==> src/rtl/sif_stream_fifo_if.sv <==
// Valid/ready stream bundle: master drives vld/dat, slave answers with rdy.
interface sif_stream_fifo_if #(
    parameter int W = 32
) ();
    logic         vld;
    logic         rdy;
    logic [W-1:0] dat;

    modport master (output vld, output dat, input rdy);
    modport slave  (input vld, input dat, output rdy);
endinterface

==> src/rtl/sif_stream_fifo.sv <==
// First-word-fall-through stream FIFO between the DMA source and the DDR3 write path.
// Handshake flags and fill level are registered from the next-state fill count.
module sif_stream_fifo #(
    parameter int DMA_WIDTH = 32,
    parameter int DEPTH     = 8,
    parameter int AFULL_TH  = 6
) (
    input  logic                   clk,
    input  logic                   rst_n,
    sif_stream_fifo_if.slave       up,
    sif_stream_fifo_if.master      dn,
    output logic [$clog2(DEPTH):0] fill_cnt,
    output logic                   afull
);
    localparam int AW = $clog2(DEPTH);
    localparam int PW = AW + 1;

    logic [DMA_WIDTH-1:0] mem_q [DEPTH];

    logic [PW-1:0] wr_ptr_q, wr_ptr_d;
    logic [PW-1:0] rd_ptr_q, rd_ptr_d;
    logic [PW-1:0] fill_q, fill_d;
    logic          up_rdy_q, dn_vld_q, afull_q;
    logic          empty_w, full_w, push, pop;

    // MSB is the wrap flag: equal pointers mean empty, differing MSBs with equal index mean full
    assign empty_w = (wr_ptr_q == rd_ptr_q);
    assign full_w  = (wr_ptr_q[AW] != rd_ptr_q[AW]) &&
                     (wr_ptr_q[AW-1:0] == rd_ptr_q[AW-1:0]);

    assign push = up.vld && up_rdy_q && !full_w;
    assign pop  = dn_vld_q && dn.rdy && !empty_w;

    always_comb begin
        wr_ptr_d = wr_ptr_q;
        rd_ptr_d = rd_ptr_q;
        fill_d   = fill_q;
        if (push) wr_ptr_d = wr_ptr_q + PW'(1);
        if (pop)  rd_ptr_d = rd_ptr_q + PW'(1);
        fill_d = fill_q + PW'(push) - PW'(pop);
    end

    always_ff @(posedge clk or negedge rst_n) begin
        if (!rst_n) begin
            wr_ptr_q <= '0;
            rd_ptr_q <= '0;
            fill_q   <= '0;
            up_rdy_q <= 1'b0;
            dn_vld_q <= 1'b0;
            afull_q  <= 1'b0;
        end else begin
            wr_ptr_q <= wr_ptr_d;
            rd_ptr_q <= rd_ptr_d;
            fill_q   <= fill_d;
            up_rdy_q <= (fill_d < PW'(DEPTH));
            dn_vld_q <= (fill_d != '0);
            afull_q  <= (fill_d >= PW'(AFULL_TH));
        end
    end

    // Storage carries no reset so it can map onto distributed RAM
    always_ff @(posedge clk) begin
        if (push) mem_q[wr_ptr_q[AW-1:0]] <= up.dat;
    end

    // Head word reads straight from storage; forced to zero whenever nothing is valid
    assign dn.dat   = dn_vld_q ? mem_q[rd_ptr_q[AW-1:0]] : '0;
    assign dn.vld   = dn_vld_q;
    assign up.rdy   = up_rdy_q;
    assign fill_cnt = fill_q;
    assign afull    = afull_q;
endmodule

==> src/flat_wrapper.sv <==
// flat-port wrapper written by rule: the top's interface ports become plain ports
module sif_stream_fifo_flat 
#(
    parameter int DMA_WIDTH = 32,
    parameter int DEPTH     = 8,
    parameter int AFULL_TH  = 6
)
  (clk, rst_n, fill_cnt, afull, up_vld, up_dat, up_rdy, dn_vld, dn_dat, dn_rdy);
  sif_stream_fifo_if #(.W(32)) up_i ();
  sif_stream_fifo_if #(.W(32)) dn_i ();
  input  logic clk;
  input  logic rst_n;
  output logic [$clog2(DEPTH):0] fill_cnt;
  output logic afull;
  input wire logic [$bits(up_i.vld)-1:0] up_vld;
  input wire logic [$bits(up_i.dat)-1:0] up_dat;
  output wire logic [$bits(up_i.rdy)-1:0] up_rdy;
  output wire logic [$bits(dn_i.vld)-1:0] dn_vld;
  output wire logic [$bits(dn_i.dat)-1:0] dn_dat;
  input wire logic [$bits(dn_i.rdy)-1:0] dn_rdy;
  assign up_i.vld = up_vld;
  assign up_i.dat = up_dat;
  assign up_rdy = up_i.rdy;
  assign dn_vld = dn_i.vld;
  assign dn_dat = dn_i.dat;
  assign dn_i.rdy = dn_rdy;
  sif_stream_fifo #(.DMA_WIDTH(DMA_WIDTH), .DEPTH(DEPTH), .AFULL_TH(AFULL_TH)) u_core (.clk(clk), .rst_n(rst_n), .up(up_i), .dn(dn_i), .fill_cnt(fill_cnt), .afull(afull));
endmodule
==> config.mk <==
export PLATFORM = sky130hd
export DESIGN_NAME = sif_stream_fifo_flat
export DESIGN_NICKNAME = d
export VERILOG_FILES = /design/src/rtl/sif_stream_fifo_if.sv /design/src/rtl/sif_stream_fifo.sv /design/src/flat_wrapper.sv
export SDC_FILE = /design/constraint.sdc
export NUM_CORES = 1
export LEC_CHECK = 0
export ABC_AREA = 1
export BUFFER_PORTS_ARGS = -buffer_cell sky130_fd_sc_hd__buf_4
export CORE_ASPECT_RATIO = 1.5
export CORE_UTILIZATION = 35
export CTS_BUF_LIST = sky130_fd_sc_hd__clkbuf_2 sky130_fd_sc_hd__clkbuf_4 sky130_fd_sc_hd__clkbuf_8
export DETAILED_ROUTE_END_ITERATION = 10
export GPL_ROUTABILITY_DRIVEN = 0
export SLEW_MARGIN = 20
export SYNTH_ARGS = -nofsm -noshare
export SYNTH_HDL_FRONTEND = slang
export SYNTH_SLANG_ARGS = --single-unit
==> constraint.sdc <==
create_clock -name clk -period 3.35 [get_ports clk]
set_clock_uncertainty 0.2 [all_clocks]
set_input_delay 0.335 -clock clk [delete_from_list [all_inputs] [get_ports clk]]
set_output_delay 0.335 -clock clk [all_outputs]
set_load 0.01 [all_outputs]
* After elaboration in Yosys (flattened, before gate mapping)
Memories as Yosys holds them, arrays and structs flattened. Index checks and enable logic that the tools add are counted.
Storage, ports and cells: memory bits (writable) 256, memories 1, register bits 15, bits of input ports 36, output and inout bits 39, word-level logic and storage cells 27
Memories:
- u_core.mem_q | depth 8, bits a word 32, rd ports 1, clocked after Yosys merged registers in 0, write ports 1, RTL line sif_stream_fifo.sv:18 | logic [DMA_WIDTH-1:0] mem_q [DEPTH];
Operators by class: reductions and logical operators 8, multiplexer cells 3, add/sub/neg operators 4, order comparisons 2, eq/ne operators 3
Operators by type and width (count):
- 32-bit two-way mux | 1
- 4-bit by 1-bit adder with 4-bit output (second input constant) | 2
- 1-bit logical AND | 5
- 4-bit by 1-bit adder with 4-bit output | 1
- 4-bit equality test | 1
- 4-bit by 3-bit greater-or-equal comparator with 1-bit output (second input constant) | 1
- 4-bit < comparator (second input constant) | 1
- 4-bit nonzero test | 1
- 4-bit by 1-bit subtractor with 4-bit output | 1
- 3-bit equality test | 1
- 1-bit zero test | 2
- 1-bit two-way mux | 2
- 1-bit != test | 1

* Depth between registers and ports, before layout
Gate-level depths: netlist of the first run.
depth in word-level cells 7, mapped depth 18, mapped depth without buffers 17

* Least setup slack after synthesis of the first run
Ideal clock, no wire load.
kind register -> register, start register u_core.rd_ptr_q[0], end memory u_core.mem_q[2][0], enable pin, cell stages (with the launch flop) 8, setup slack 350 ps, arrival time 2379 ps, buffers on the path 1, cell sequence dfrtp_1 -> inv_2 -> buf_6 -> nand2_1 -> nand2_1 -> nand4_2 -> nand3_1 -> nor2_1
Between the ends: cells in the longest elaborated chain, start to end 6
Ends and longest elaborated chain:
- start: declaration | RTL line sif_stream_fifo.sv:21 | logic [PW-1:0] rd_ptr_q, rd_ptr_d;
- start signal: assignment | RTL line sif_stream_fifo.sv:53 | rd_ptr_q <= rd_ptr_d;
- 3-bit equality test | RTL line sif_stream_fifo.sv:29 | (wr_ptr_q[AW-1:0] == rd_ptr_q[AW-1:0]);
- 1-bit logical AND | RTL line sif_stream_fifo.sv:28 | assign full_w = (wr_ptr_q[AW] != rd_ptr_q[AW]) &&
- 1-bit zero test | RTL line sif_stream_fifo.sv:31 | assign push = up.vld && up_rdy_q && !full_w;
- 1-bit logical AND | RTL line sif_stream_fifo.sv:31
- 1-bit two-way mux | RTL line sif_stream_fifo.sv:63 | if (push) mem_q[wr_ptr_q[AW-1:0]] <= up.dat;
- 1-bit two-way mux (not written as such) | RTL line sif_stream_fifo.sv:63
- end: declaration | RTL line sif_stream_fifo.sv:18
No other way between the ends.

* Worst setup path in the final report of the first run
start register u_core.rd_ptr_q[0], end output port dn_dat[3]
Between the ends: cells in the longest elaborated chain, start to end 2
Ends and longest elaborated chain:
- memory read 8 x 32 bit
- 32-bit two-way mux | RTL line sif_stream_fifo.sv:67 | assign dn.dat = dn_vld_q ? mem_q[rd_ptr_q[AW-1:0]] : '0;
- end: declaration | RTL line flat_wrapper.sv:19 | output wire logic [$bits(dn_i.dat)-1:0] dn_dat;
No other way between the ends.

==> results_dict.tcl, run 1 <==
set metrics [dict create \
    holdWs_ns 0.0360 \
    start_util 0.357 \
    drive_above_1_share 0.157 \
    grt_pass1_vias 7231 \
    outcome "completed" \
    die_x_microns 148 \
    core_sq_um 31100 \
    die_h_microns 220 \
    yosys-top-cells-area "edfxtp_1 69%, nor2_1 10%, o21ai_0 6.7%" \
    drt_iter0_markers 440 \
    wl_per_cell_microns 16.7 \
    stdcell_area_sq_um 13200 \
    rsz0062_at_grt "false" \
    synth_top_cell_area_share 0.691 \
    rows 79 \
    cp.arrival_ns 2.40 \
    synth_area_leader_cell "edfxtp_1" \
    synth.ff_latch_count 271 \
    clk_transition_reported_paths_ns 0.07 \
    setup_tns_ns 0 \
    dr.pass1.iters 4 \
    drv_slew 0 \
    timing.slew.headroom 0.393 \
    cts-buffers-inserted 39 \
    hpwl_microns 13200 \
    vias 7257 \
    cts_buffer_depth 3 \
    cts-root-buf "clkbuf_8" \
    dp_slack_ns 0.596 \
    worst_hold_path_type "primary input to register" \
    area_delta_synth_final_pct 18.7 \
    hold_viol 0 \
    io_pins 75 \
    fin_crit_ns 2.94 \
    synth_fp_nets 988 \
    criticalPathCategory "register to output pin" \
    yosysWarnings 0 \
    critPathRequiredTime_ns 2.81 \
    nets 1101 \
    critPathLaunchType "register" \
    setup_violations 0 \
    grt_max_degree 130 \
    clock_latency_ns 0.56 \
    die-area_sq_um 32500 \
    rr_worst_depth 13 \
    grt_pass1_wl_microns 39200 \
    wl_microns 24900 \
    worst-slew-pin-transition_ns 0.910 \
    power.static_leakage_nw 4.80 \
    layout.cells.non_filler 1491 \
    placed_area_sq_um 12100 \
    cp_num_buf_inv 3 \
    dp_cells 1388 \
    path_cells "clkinv_2, buf_12, o21ai_0, nand3_1, nand2_1, nor2_1, buf_4" \
    htreeDepth 2 \
    holdPathStages 5 \
    cap_viol_max_count 0 \
    period_share 0.877 \
    antenna_found_initial 0 \
    synth_seq_area_share 0.725 \
    route.detailed.drc 0 \
    synth_area_per_cell_sq_um 11.8 \
    peakVddDrop_mv 0.612 \
    path_delay_family "buffers and inverters" \
    cts_tree "done" \
    track_usage 0.157 \
    crit_slowest_cell "dfrtp_4" \
    power_density_nw_per_um2 830 \
    max_stage_delay_ns 0.50 \
    final_antenna_net_count 0 \
    cts_sinks 271 \
    overflow 0 \
    synth_cells 945 \
    cts_setup_buffers 0 \
    io_buffers 74 \
    cp.depth 7 \
    vias_per_cell 4.87 \
    synth.distinct_cells 25 \
    max_freq_ghz 0.340 \
    cp-end-kind "output pin" \
    path_max_fanout 129 \
    syn_area_sq_um 11100 \
    worst_slack_ns 0.412 \
]
-- sequential cells by signal, summed over array words and instances (netlist names) --
name	flops
u_core.mem_q	256
u_core.fill_cnt	4
u_core.rd_ptr_q	4
u_core.wr_ptr_q	4
u_core.afull	1
u_core.dn.vld	1
u_core.up.rdy	1
-- through the flow --
stage	power, mW	util
6_report	11.0	0.424
5_1_grt	11.8	0.424
4_1_cts	11.1	0.424
3_5_place_dp	8.57	0.389
3_3_place_gp	8.50	0.389
2_1_floorplan	7.11	-
-- synthesized netlist by cell type --
master / count
nor2_1: 298
edfxtp_1: 256
o21ai_0: 148
nand2_1: 72
nand3_1: 44
inv_1: 19
buf_2: 16
clkbuf_1: 15
dfrtp_1: 15
buf_6: 14
o21ai_1: 12
buf_1: 9
ha_1: 6
xor2_1: 6
buf_4: 2
inv_2: 2
nand2_2: 2
xnor2_1: 2
a21o_1: 1
a21oi_1: 1
and2_4: 1
fa_1: 1
nand2_4: 1
nand4_2: 1
nor3_1: 1
-- tightest hold or removal path, stage by stage --
cell     delay [ns]
buf_4          0.11
nand2_1        0.07
inv_1          0.10
nand3_1        0.10
nand2_1        0.05
-- final cells by class --
type,count,area (sq um)
repair buffers,128,1110
fillers,2914,17900
well taps,405,507
clock inverters,16,100
clock buffers,52,634
inverters,21,80.1
flip-flops and latches,271,8070
diodes,1,2.50
multi-input cells,597,2700
-- layout by cell type (no fill, tap or decap), types with 3 or more instances in the layout --
cell and instances:
buf_12 5, buf_4 88, clkbuf_4 13, clkbuf_8 39
clkinv_1 10, clkinv_2 3, clkinvlp_4 3, dfrtp_1 12
dlygate4sd3_1 34, edfxtp_1 256, ha_1 6, inv_1 19
nand2_1 72, nand3_1 44, nor2_1 290, nor2_4 8
o21ai_0 148, o21ai_1 12, xor2_1 6
-- worst paths after layout --
kind | from | endpoint | slack [ns]
min in group asynchronous | rst_n | u_core.dn.vld | 0.71
worst max-delay path | u_core.rd_ptr_q[0] | dn_dat[3] | 0.41
max in group asynchronous | rst_n | u_core.rd_ptr_q[1] | 1.69
worst min-delay path | dn_rdy | u_core.rd_ptr_q[2] | 0.04
worst max register to register | u_core.wr_ptr_q[2] | u_core.dn.vld | 0.62
worst min register to register | u_core.wr_ptr_q[3] | u_core.wr_ptr_q[3] | 0.30
-- routing by layer --
layer / vias up / GRT usage / share of wire
li1: 3496 / - / -
met1: 3529 / 0.176 / 0.40
met2: 182 / 0.291 / 0.53
met3: 50 / 0.0256 / 0.044
met4: 0 / 0.0742 / 0.026
met5: - / 0 / 0
-- where the power goes --
group / internal, mW / switching [mW]
Clock: 1.31 / 1.21
Combinational: 1.50 / 2.67
Sequential: 4.13 / 0.146
-- what timing repair did --
| action | in CTS | in global routing |
|---|---|---|
| setup endpoints to repair | 0 | 1 |
| hold buffers | 34 | 0 |
| endpoints found under the hold margin | 271 | 0 |
| gates resized for setup | 0 | 1 |
-- kinds of logic after synthesis --
logic type / synth area share
AND/OR/NAND/NOR: 0.149
flip-flops: 0.725
AO/OA/AOI/OAI: 0.0731
buffers and inverters: 0.0379
XOR/XNOR: 0.00630
adder cells (fa/ha/maj): 0.00855
Note: power is estimated with default switching activity, not from simulation.
==> run 2: changes to the inputs <==
--- a/config.mk
+++ b/config.mk
@@ -8,7 +8,7 @@
 export ABC_AREA = 1
 export BUFFER_PORTS_ARGS = -buffer_cell sky130_fd_sc_hd__buf_4
 export CORE_ASPECT_RATIO = 1.5
-export CORE_UTILIZATION = 35
+export CORE_UTILIZATION = 43
 export CTS_BUF_LIST = sky130_fd_sc_hd__clkbuf_2 sky130_fd_sc_hd__clkbuf_4 sky130_fd_sc_hd__clkbuf_8
 export DETAILED_ROUTE_END_ITERATION = 10
 export GPL_ROUTABILITY_DRIVEN = 0
==> run 2 against run 1 <==
Net effect:
- hold slack better by 0.031 ns
- power rose by 4.0%
- via count fell by 0.54%
- cell count shrank 5.1%
- count of clock-buffer cells in the layout rose by 4
- combinational power about the same
- sequential power is essentially flat
- largest cell class unchanged
==> results_dict.tcl, run 2 (synthesized netlist as in run 1, its figures left out) <==
set metrics [dict create \
    die_x_microns 133 \
    wl_per_cell_microns 17.4 \
    fin_crit_ns 2.98 \
    p_sw_mw 4.06 \
    seq_power_share 0.375 \
    nets 1102 \
    r2r-end "u_core.dn.vld" \
    cts-buffers-inserted 42 \
    path_max_fanout 67 \
    final_common_cell "nor2_1" \
    placed_area_sq_um 12000 \
    whs_endpoint "u_core.wr_ptr_q[3]" \
    holdPathStages 5 \
    drt_iter0_markers 425 \
    cts-root-buf "clkbuf_8" \
    critPathLaunchType "register" \
    drv_slew 0 \
    antenna_found_initial 0 \
    final_antenna_net_count 0 \
    clock_latency_ns 0.56 \
    setup_tns_ns 0 \
    drive_above_1_share 0.161 \
    start_util 0.441 \
    rows 71 \
    dp_slack_ns 0.560 \
    grt_max_degree 132 \
    holdWs_ns 0.0672 \
    dr.pass1.iters 5 \
    largest_reg_flops 256 \
    final_cell_mix "290 x nor2_1, 256 x edfxtp_1, 148 x o21ai_0, 83 x buf_4, 72 x nand2_1" \
    io_pins 75 \
    cp-end-kind "output pin" \
    rsz0062_at_grt "false" \
    cp.arrival_ns 2.45 \
    p_int_mw 7.35 \
    worst_hold_path_type "primary input to register" \
    overflow 0 \
    die-area_sq_um 26500 \
    criticalPathCategory "register to output pin" \
    core_sq_um 25200 \
    track_usage 0.193 \
    regToRegSetupSlack_ns 0.56 \
    grt_pass1_vias 7306 \
    power_density_nw_per_um2 859 \
    setup_violations 0 \
    io_buffers 74 \
    cp-startpoint "u_core.rd_ptr_q[1]" \
    die_h_microns 199 \
    critPathRequiredTime_ns 2.81 \
    cts_buffer_depth 3 \
    max_freq_ghz 0.336 \
    grt_pass1_wl_microns 38800 \
    reg2reg_from "u_core.wr_ptr_q[2]" \
    cts_repair_resize_count 0 \
    comb_power_share 0.367 \
    power.static_leakage_nw 4.88 \
    switching_share 0.356 \
    hold_viol 0 \
    vias_per_cell 5.10 \
    power_frac_clock 0.259 \
    worst-slew-pin-transition_ns 0.916 \
    antenna_cells 0 \
    area_delta_synth_final_pct 19.4 \
    peakVddDrop_mv 0.487 \
    period_share 0.890 \
    worst_slack_ns 0.370 \
    outcome "completed" \
    route.detailed.drc 0 \
    cts_setup_buffers 0 \
    rr_worst_depth 13 \
    vias 7218 \
    cts_sinks 271 \
    cap_viol_max_count 0 \
    wl_microns 24600 \
    timing.slew.headroom 0.389 \
    htreeDepth 2 \
    cts_tree "done" \
    hpwl_microns 12500 \
    stdcell_area_sq_um 13300 \
    hold_path_startpoint "up_vld" \
    fin_util 0.526 \
    clk_transition_reported_paths_ns 0.06 \
]
run 2: changes by cell type in the layout (fill, tap and decap cells not counted), sizes merged:
| cell | delta |
|---|---|
| bufinv | +4 |
| dlygate4sd3 | +1 |
| diode | -1 |
| clkinv | -5 |
| inv | +1 |
| clkbuf | +4 |
| buf | -3 |
run 2: routing by layer:
metal,part of all wire,global-route usage,vias up
met2,0.52,0.345,170
met5,0,0,-
met1,0.41,0.226,3493
li1,-,-,3497
met3,0.039,0.0329,58
met4,0.030,0.0867,0
run 2: power groups by stage:
stage,sequential (mW),clock (mW),combinational (mW)
2_1_floorplan,4.32,0,2.79
3_3_place_gp,4.33,0,4.17
3_5_place_dp,4.34,0,4.21
4_1_cts,4.27,3.01,4.26
5_1_grt,4.30,3.16,4.72
6_report,4.27,2.95,4.18
run 2: what timing repair did:
item                                   in CTS  in global routing
setup endpoints to repair                   0                  0
hold buffers                               35                  0
endpoints found under the hold margin     272                  0
run 2: worst max path at each step:
stage,end,cells past startpoint
floorplan,u_core.mem_q[2][0],7
global placement,u_core.dn.vld,13
detailed placement,u_core.dn.vld,13
CTS,dn_dat[6],6
global route,dn_dat[6],6
finish,dn_dat[6],6
run 2: final cells by class:
| type | instances | area [sq um] |
|---|---|---|
| well taps | 328 | 410 |
| clock buffers | 56 | 683 |
| fillers | 2211 | 11900 |
| inverters | 21 | 80.1 |
| repair buffers | 126 | 1130 |
| flip-flops and latches | 271 | 8070 |
| clock inverters | 16 | 209 |
| multi-input cells | 597 | 2700 |
run 2: critical path: stages, from the launching register on:
cell     delay (ns)
dfrtp_2        0.39
buf_4          0.62
o21ai_0        0.19
o21ai_0        0.19
nor2_1         0.06
nor2_1         0.24
buf_4          0.16
run 2: through the flow:
step / power [mW] / cells
4_1_cts: 11.5 / 1415
3_3_place_gp: 8.50 / 1308
2_1_floorplan: 7.11 / 945
6_report: 11.4 / 1415
3_5_place_dp: 8.55 / 1308
5_1_grt: 12.2 / 1415
==> run 3: changes to the inputs <==
--- a/config.mk
+++ b/config.mk
@@ -8,6 +8,7 @@
 export ABC_AREA = 1
 export BUFFER_PORTS_ARGS = -buffer_cell sky130_fd_sc_hd__buf_4
 export CORE_ASPECT_RATIO = 1.5
+export CORE_MARGIN = 4
 export CORE_UTILIZATION = 43
 export CTS_BUF_LIST = sky130_fd_sc_hd__clkbuf_2 sky130_fd_sc_hd__clkbuf_4 sky130_fd_sc_hd__clkbuf_8
 export DETAILED_ROUTE_END_ITERATION = 10
==> run 3 against run 2 <==
Net effect:
- maximum frequency increased by 3.3%
- design area decreased by 1.2%
- wire length decreased by 0.44%
- largest power group unchanged
- count of clock-buffer cells in the layout unchanged
- cell count increased by 0.14%
- core utilization decreased by 0.81 points
- power decreased by 4.3%
- critical path depth increased by 1
- largest cell class unchanged
- setup slack improved by 0.095 ns
- via count decreased by 0.14%
- combinational power about the same
==> results_dict.tcl, run 3 (synthesized netlist as in run 1, its figures left out) <==
set metrics [dict create \
    final_common_cell "nor2_1" \
    die-area_sq_um 28600 \
    fin_crit_ns 2.88 \
    clk_transition_reported_paths_ns 0.07 \
    cts_tree "done" \
    setup_tns_ns 0 \
    io_buffers 74 \
    period_share 0.861 \
    seq_power_share 0.392 \
    max_freq_ghz 0.347 \
    timing.slew.headroom 0.394 \
    vias_per_cell 5.09 \
    final_cell_mix "290 x nor2_1, 256 x edfxtp_1, 148 x o21ai_0, 89 x buf_4, 72 x nand2_1" \
    antenna_cells 0 \
    fin_util 0.518 \
    io_pins 75 \
    wl_microns 24500 \
    rows 71 \
    comb_power_share 0.381 \
    drv_slew 0 \
    drive_above_1_share 0.157 \
    wl_per_cell_microns 17.3 \
    grt_max_degree 132 \
    rsz0062_at_grt "false" \
    p_sw_mw 3.96 \
    cts_buffer_depth 3 \
    grt_pass1_wl_microns 38800 \
    die_h_microns 205 \
    worst_hold_path_type "primary input to register" \
    antenna_found_initial 0 \
    cp.arrival_ns 2.35 \
    cts-root-buf "clkbuf_8" \
    htreeDepth 2 \
    overflow 0 \
    path_max_fanout 129 \
    switching_share 0.363 \
    drt_iter0_markers 574 \
    outcome "completed" \
    stdcell_area_sq_um 13100 \
    vias 7208 \
    route.detailed.drc 0 \
    power_density_nw_per_um2 832 \
    power.static_leakage_nw 4.82 \
    cts_repair_resize_count 0 \
    hpwl_microns 12600 \
    cts_setup_buffers 0 \
    clock_latency_ns 0.52 \
    worst-slew-pin-transition_ns 0.908 \
    track_usage 0.172 \
    dr.pass1.iters 4 \
    cts_sinks 271 \
    postCtsHoldBufs 35 \
    criticalPathCategory "register to output pin" \
    critPathRequiredTime_ns 2.81 \
    area_delta_synth_final_pct 18.0 \
    hold_viol 0 \
    start_util 0.439 \
    peakVddDrop_mv 0.465 \
    critPathLaunchType "register" \
    setup_violations 0 \
    power_frac_clock 0.227 \
    holdWs_ns 0.0863 \
    cp-end-kind "output pin" \
    p_int_mw 6.95 \
    largest_reg_flops 256 \
    core_sq_um 25300 \
    final_antenna_net_count 0 \
    grt_pass1_vias 7208 \
    die_x_microns 139 \
    cap_viol_max_count 0 \
    nFillCells 2226 \
    cts-buffers-inserted 40 \
    placed_area_sq_um 12000 \
    nets 1103 \
]
run 3: cell count changes in the layout (fill, tap and decap cells not counted):
cell / previous run / this run
buf_4: 83 / 89
clkinv_1: 6 / 12
bufinv_16: 5 / 0
buf_12: 8 / 5
clkinvlp_4: 3 / 1
run 3: layer usage:
metal	part of all wire	routed length, microns	GRT usage
met4	0.028	680	0.0601
met1	0.43	10500	0.217
met3	0.037	911	0.0252
met2	0.51	12400	0.303
met5	0	0	0
run 3: final timing paths:
kind                               startpoint            endpoint  slack (ns)  cells past startpoint
hold reg to reg            u_core.rd_ptr_q[3]  u_core.rd_ptr_q[3]        0.30                      2
setup reg to reg           u_core.wr_ptr_q[2]       u_core.dn.vld        0.59                     13
hold / removal                         dn_rdy  u_core.rd_ptr_q[0]        0.09                      5
max in group asynchronous               rst_n  u_core.rd_ptr_q[0]        1.34                      4
min in group asynchronous               rst_n  u_core.fill_cnt[1]        0.52                      3
setup / recovery           u_core.rd_ptr_q[0]          dn_dat[22]        0.47                      7
run 3: final cells by class:
cell class | instances | area [sq um] | share of cell area
Clock buffer | 56 | 683 | 0.0520
Clock inverter | 15 | 66.3 | 0.00505
Inverter | 21 | 80.1 | 0.00610
Multi-Input combinational cell | 597 | 2700 | 0.206
Sequential cell | 271 | 8070 | 0.615
Tap cell | 328 | 410 | 0.0313
Timing Repair Buffer | 129 | 1120 | 0.0852
run 3: metrics by stage:
| step | cells | total power [mW] | setup slack, ns |
|---|---|---|---|
| final | 1417 | 10.9 | 0.465 |
| after global routing | 1417 | 11.7 | 0.233 |
| after CTS | 1417 | 11.1 | 0.415 |
| after detailed placement | 1311 | 8.54 | 0.615 |
| after global placement | 1311 | 8.49 | 0.666 |
| after floorplan | 945 | 7.11 | 0.350 |
run 3: critical path, stage by stage, from the launching register on:
cell and delay, ns:
dfrtp_4 0.51, clkinv_2 0.08, buf_12 0.33, o21ai_0 0.19, nand3_1 0.11, nand2_1 0.06, nor2_1 0.20, buf_4 0.16
run 3: power by group through the flow:
stage               registers (mW)  clock network (mW)  logic [mW]
floorplan                     4.32                   0        2.79
global placement              4.34                   0        4.16
detailed placement            4.35                   0        4.19
CTS                           4.28                2.55        4.24
global route                  4.31                2.71        4.71
finish                        4.28                2.48        4.16
